$ cat src/rtl/rf_write_port_arbiter.sv
// Owns the register file write port and shares it between writeback, the mul/div unit and debug.
// After reset it clears all 32 registers before the pipeline is released.
module rf_write_port_arbiter #(
    parameter int unsigned STARVE_LIMIT = 4,
    parameter logic [31:0] CLEAR_VALUE  = 32'h0000_0000
) (
    input  logic        clk,
    input  logic        resetn,
    input  logic        wb_we,
    input  logic [4:0]  wb_rd,
    input  logic [31:0] wb_data,
    input  logic        mdu_valid,
    input  logic [4:0]  mdu_rd,
    input  logic [31:0] mdu_data,
    output logic        mdu_ready,
    input  logic        dbg_req,
    input  logic [4:0]  dbg_addr,
    input  logic [31:0] dbg_data,
    output logic        dbg_ack,
    output logic [4:0]  rf_A3,
    output logic [31:0] rf_WD3,
    output logic        rf_WE3,
    output logic        pipe_stall,
    output logic        init_done
);

    typedef enum logic {CLEAR, RUN} state_t;
    typedef enum logic [1:0] {GNT_NONE, GNT_WB, GNT_MDU, GNT_DBG} grant_t;

    localparam logic [3:0] LIMIT = 4'(STARVE_LIMIT);

    state_t     state_q, state_d;
    logic [4:0] clr_idx_q, clr_idx_d;
    logic [3:0] mdu_wait_q, mdu_wait_d;
    logic [3:0] dbg_wait_q, dbg_wait_d;
    grant_t     grant;
    logic       forced;
    logic       wb_valid;

    assign wb_valid = wb_we && (wb_rd != 5'd0);

    always_ff @(posedge clk or negedge resetn) begin
        if (!resetn) begin
            state_q    <= CLEAR;
            clr_idx_q  <= 5'd0;
            mdu_wait_q <= 4'd0;
            dbg_wait_q <= 4'd0;
        end else begin
            state_q    <= state_d;
            clr_idx_q  <= clr_idx_d;
            mdu_wait_q <= mdu_wait_d;
            dbg_wait_q <= dbg_wait_d;
        end
    end

    // A starved MDU or debug request outranks writeback and freezes the pipeline for that cycle.
    always_comb begin
        grant  = GNT_NONE;
        forced = 1'b0;
        if (state_q == RUN) begin
            if (mdu_valid && (mdu_wait_q == LIMIT)) begin
                grant  = GNT_MDU;
                forced = 1'b1;
            end else if (dbg_req && (dbg_wait_q == LIMIT)) begin
                grant  = GNT_DBG;
                forced = 1'b1;
            end else if (wb_valid) begin
                grant = GNT_WB;
            end else if (mdu_valid) begin
                grant = GNT_MDU;
            end else if (dbg_req) begin
                grant = GNT_DBG;
            end
        end
    end

    always_comb begin
        rf_WE3     = 1'b0;
        rf_A3      = 5'd0;
        rf_WD3     = 32'd0;
        mdu_ready  = 1'b0;
        dbg_ack    = 1'b0;
        pipe_stall = 1'b1;
        init_done  = 1'b0;
        if (resetn) begin
            if (state_q == CLEAR) begin
                rf_WE3 = 1'b1;
                rf_A3  = clr_idx_q;
                rf_WD3 = CLEAR_VALUE;
            end else begin
                init_done  = 1'b1;
                pipe_stall = forced && wb_valid;
                case (grant)
                    GNT_WB: begin
                        rf_WE3 = 1'b1;
                        rf_A3  = wb_rd;
                        rf_WD3 = wb_data;
                    end
                    GNT_MDU: begin
                        mdu_ready = 1'b1;
                        if (mdu_rd != 5'd0) begin
                            rf_WE3 = 1'b1;
                            rf_A3  = mdu_rd;
                            rf_WD3 = mdu_data;
                        end
                    end
                    GNT_DBG: begin
                        dbg_ack = 1'b1;
                        if (dbg_addr != 5'd0) begin
                            rf_WE3 = 1'b1;
                            rf_A3  = dbg_addr;
                            rf_WD3 = dbg_data;
                        end
                    end
                    default: begin
                        rf_WE3 = 1'b0;
                    end
                endcase
            end
        end
    end

    // Wait counters only run once the clear is finished; they saturate so a starved requester stays starved.
    always_comb begin
        state_d    = state_q;
        clr_idx_d  = clr_idx_q;
        mdu_wait_d = mdu_wait_q;
        dbg_wait_d = dbg_wait_q;
        if (state_q == CLEAR) begin
            clr_idx_d  = clr_idx_q + 5'd1;
            mdu_wait_d = 4'd0;
            dbg_wait_d = 4'd0;
            if (clr_idx_q == 5'd31) begin
                state_d = RUN;
            end
        end else begin
            if (!mdu_valid || (grant == GNT_MDU)) begin
                mdu_wait_d = 4'd0;
            end else if (mdu_wait_q != LIMIT) begin
                mdu_wait_d = mdu_wait_q + 4'd1;
            end
            if (!dbg_req || (grant == GNT_DBG)) begin
                dbg_wait_d = 4'd0;
            end else if (dbg_wait_q != LIMIT) begin
                dbg_wait_d = dbg_wait_q + 4'd1;
            end
        end
    end

endmodule
$ cat config.mk
export PLATFORM = sky130hd
export DESIGN_NAME = rf_write_port_arbiter
export DESIGN_NICKNAME = d
export VERILOG_FILES = /design/src/rtl/rf_write_port_arbiter.sv
export SDC_FILE = /design/constraint.sdc
export NUM_CORES = 1
export LEC_CHECK = 0
export BUFFER_PORTS_ARGS = -buffer_cell sky130_fd_sc_hd__buf_2
export CAP_MARGIN = 10
export CORE_ASPECT_RATIO = 1.2
export CORE_MARGIN = 8
export CORE_UTILIZATION = 37
export CTS_CLUSTER_SIZE = 25
export DETAILED_ROUTE_END_ITERATION = 8
export GPL_ROUTABILITY_DRIVEN = 0
export GPL_TIMING_DRIVEN = 0
export PLACE_DENSITY_LB_ADDON = 0.2
export SLEW_MARGIN = 15
export SYNTH_ARGS = -nofsm -noshare
export SYNTH_HDL_FRONTEND = slang
export SYNTH_SLANG_ARGS = --single-unit
$ cat constraint.sdc
create_clock -name clk -period 2.55 [get_ports clk]
set_input_delay 0.1275 -clock clk [delete_from_list [all_inputs] [get_ports clk]]
set_output_delay 0.1275 -clock clk [all_outputs]
set_load 0.02 [all_outputs]
==> flow_summary.yaml <==
placement:
  io_buffers: 157
  dp_hpwl_mm: 6.22
  placed_area_sq_mm: 0.00254
pwr:
  total_leakage_power_nw: 1.41
  peakVddDrop_mv: 0.262
  power_frac_clock: 0.260
  power_frac_comb: 0.473
  p_per_area_mw_per_mm2: 323
  cellInternalPower_mw: 0.551
  power_frac_seq: 0.268
  power_switching_mw: 0.312
  power_switching_share: 0.361
floorplanning:
  num_rows: 27
  num_io_pins: 158
  die_h_um: 89.8
  dieArea_sq_mm: 0.00696
  start_util: 0.374
  die_w_um: 77.5
  core_sq_mm: 0.00449
synthesis:
  ys_seq_area_frac: 0.208
  syn_nets: 308
  syn_area_sq_mm: 0.00168
  ys_types: 41
  ys.flop_type: "dfrtp_1"
  synth_top_area_frac: 0.208
  syn_area_per_cell_sq_um: 9.03
  synth-seq-cells: 14
  async_flop_share: 1.00
  yosys_warnings: 0
  synthDominantAreaCellType: "dfrtp_1"
  synth_edf_count: 0
  synth.most_common_cell: "a32o_1"
  synthCells: 186
  synth.area.top_cells: "dfrtp_1 21%, a32o_1 19%, a31o_1 15%"
  synth_common_cells: "32 x a32o_1, 29 x a31o_1, 14 x dfrtp_1, 11 x nor2_1, 10 x nand2_1"
hold_path:
  min_from: "dbg_req"
  hold_path_depth: 3
  hold_class: "primary input to flip-flop"
routing:
  ant_nets: 0
  drc_errors: 0
  vias: 2315
  drt-initial-drc-count: 67
  met2_wirelength_mm: 3.79
  wirelength_met1_mm: 3.05
  wl_met3_um: 618
  viasPerCell: 5.62
  top_layer_used: "met4"
  wl_per_cell_um: 18.2
  wl_mm: 7.52
  drt_pass1_iterations: 4
setup_path:
  cp.depth: 10
  r2r-start: "dbg_wait_q[1]"
  crit_arrival_ns: 2.30
  critPathTopFamily: "compound AO/OA/AOI/OAI gates"
  reg2regPathDepth: 8
  path_class: "flip-flop to output pin"
  slowest_delay_ns: 0.41
  crit_buf_inv: 4
  worstPathMaxFanout: 10
  worstPathCellList: "inv_1 -> ha_1 -> nand4b_1 -> o2111a_1 -> and3_1 -> buf_6 -> buf_6 -> a32o_1 -> a31o_1 -> buf_2"
  crit_required_ns: 2.42
  crit_top_cell: "buf_6"
  cp-startpoint: "mdu_wait_q[0]"
  slowest_stage: "dfrtp_1"
  startpoint_type: "flip-flop"
  cp-end-kind: "output pin"
timing:
  fin_crit_ns: 2.42
  tightestPinTransition_ns: 0.643
  hold_violations: 0
  clock_skew_ns: 0.00543
  setup_viol: 0
  period_share: 0.951
  slew_headroom: 0.570
  rsz0062_at_grt: "no"
  tns_ns: 0
  fmax_mhz: 413
  drv_slew: 0
global_routing:
  grt_pass1_wl_mm: 11.7
  overflow: 0
  antenna_found_initial: 0
  grt_use_total: 0.198
  grt_max_degree: 15
  grt_pass1_vias: 2293
run_status:
  outcome: "completed"
clock_network:
  clk_pin_slew_ns: 0.06
  cts-root-buf: "clkbuf_8"
  cts_made_buffers: 3
  cts_tree: "built"
  clk_latency_ns: 0.25
  cts_buffer_depth: 2
  cts.sink_count: 14
  htreeDepth: 1
cells_and_area:
  final_nets: 477
  final_util: 0.594
  syn_to_final_growth_pct: 58.7
  drive_gt1_frac: 0.548
  fin_area_sq_mm: 0.00267
  num_antenna_cells: 0
  n_fill_cell: 387
flow_run:
  maxCapViolations: 0
==> final timing paths <==
| path | end | slack [ns] |
|---|---|---|
| worst max-delay path | rf_WD3[4] | 0.13 |
| worst min-delay path | dbg_wait_q[1] | 0.27 |
| worst max register to register | dbg_wait_q[0] | 0.94 |
| worst min register to register | mdu_wait_q[0] | 0.50 |
| max in group asynchronous | dbg_wait_q[2] | 1.60 |
| min in group asynchronous | dbg_wait_q[1] | 0.53 |
==> per-layer routing <==
| metal | track usage | vias to the layer above |
|---|---|---|
| met5 | 0 | - |
| met4 | 0.0331 | 0 |
| met3 | 0.0538 | 4 |
| met2 | 0.365 | 115 |
| met1 | 0.220 | 1075 |
| li1 | - | 1121 |
==> sequential cells by signal, indices dropped and copies added (netlist names) <==
| name | flops |
|---|---|
| clr_idx_q | 5 |
| dbg_wait_q | 4 |
| mdu_wait_q | 4 |
| state_q | 1 |
==> metrics by stage <==
step	power (mW)	hold WS (ns)	std cells	setup WS [ns]
6_report	0.863	0.273	412	0.126
5_1_grt	0.904	0.340	412	0.0210
4_1_cts	0.857	0.275	406	0.0261
3_5_place_dp	0.628	0.0795	401	0.0307
3_3_place_gp	0.625	0.0751	401	0.0701
2_1_floorplan	0.452	-0.168	186	0.546
==> cells in the final DEF, fill, tap and decap left out, types with 2 or more instances in the layout <==
cell type / instances
a32o_1: 32
nand2b_1: 2
a221o_1: 4
a31o_2: 3
a22o_1: 5
nor3_1: 2
inv_1: 7
buf_6: 4
nand2_1: 10
dfrtp_1: 14
xnor2_1: 4
clkbuf_8: 4
o21ai_0: 3
buf_2: 165
clkbuf_2: 2
nor2_1: 11
clkbuf_1: 3
mux2_2: 2
buf_4: 6
a21oi_1: 4
or4_1: 2
o211ai_1: 2
ha_1: 5
and3_1: 3
a31o_1: 29
nand4b_1: 3
nand3_1: 4
==> layout make-up <==
| cell class | instances | area [sq um] | share of cell area |
|---|---|---|---|
| inverters | 7 | 26.3 | 0.00985 |
| well taps | 58 | 72.6 | 0.0272 |
| clock buffers | 4 | 55.1 | 0.0206 |
| repair buffers | 164 | 841 | 0.315 |
| flip-flops and latches | 14 | 350 | 0.131 |
| multi-input cells | 148 | 1220 | 0.456 |
| plain buffers | 17 | 106 | 0.0399 |
==> power groups by stage <==
stage / Sequential (mW) / Combinational (mW) / Clock [mW]
floorplan: 0.235 / 0.217 / 0
global placement: 0.236 / 0.389 / 0
detailed placement: 0.236 / 0.391 / 0
CTS: 0.232 / 0.396 / 0.228
global route: 0.231 / 0.441 / 0.232
finish: 0.231 / 0.408 / 0.224
==> worst reg2reg max path, cell delays in order (launching register included) <==
cell and delay (ns):
dfrtp_1 0.39, inv_1 0.06, ha_2 0.21, nand3b_1 0.20, buf_4 0.20, o21ai_0 0.15, nand2_1 0.07, nand3_1 0.15
nor2_1 0.07
==> logic make-up after synthesis <==
kind of cell	after synthesis	synth area share
compound gates	89	0.481
simple gates	46	0.149
buf+inv	24	0.0774
flops	14	0.208
fa+ha+maj	6	0.0447
xor+xnor	5	0.0261
mux	2	0.0134
==> what timing repair did <==
item	4_1_cts	5_1_grt
hold endpoints to repair	14	0
setup endpoints to repair	30	30
resized for setup	3	2
pin swaps	0	2
hold buffers	1	0
buffers inserted	0	6
Power figures use the tool's default switching activity.
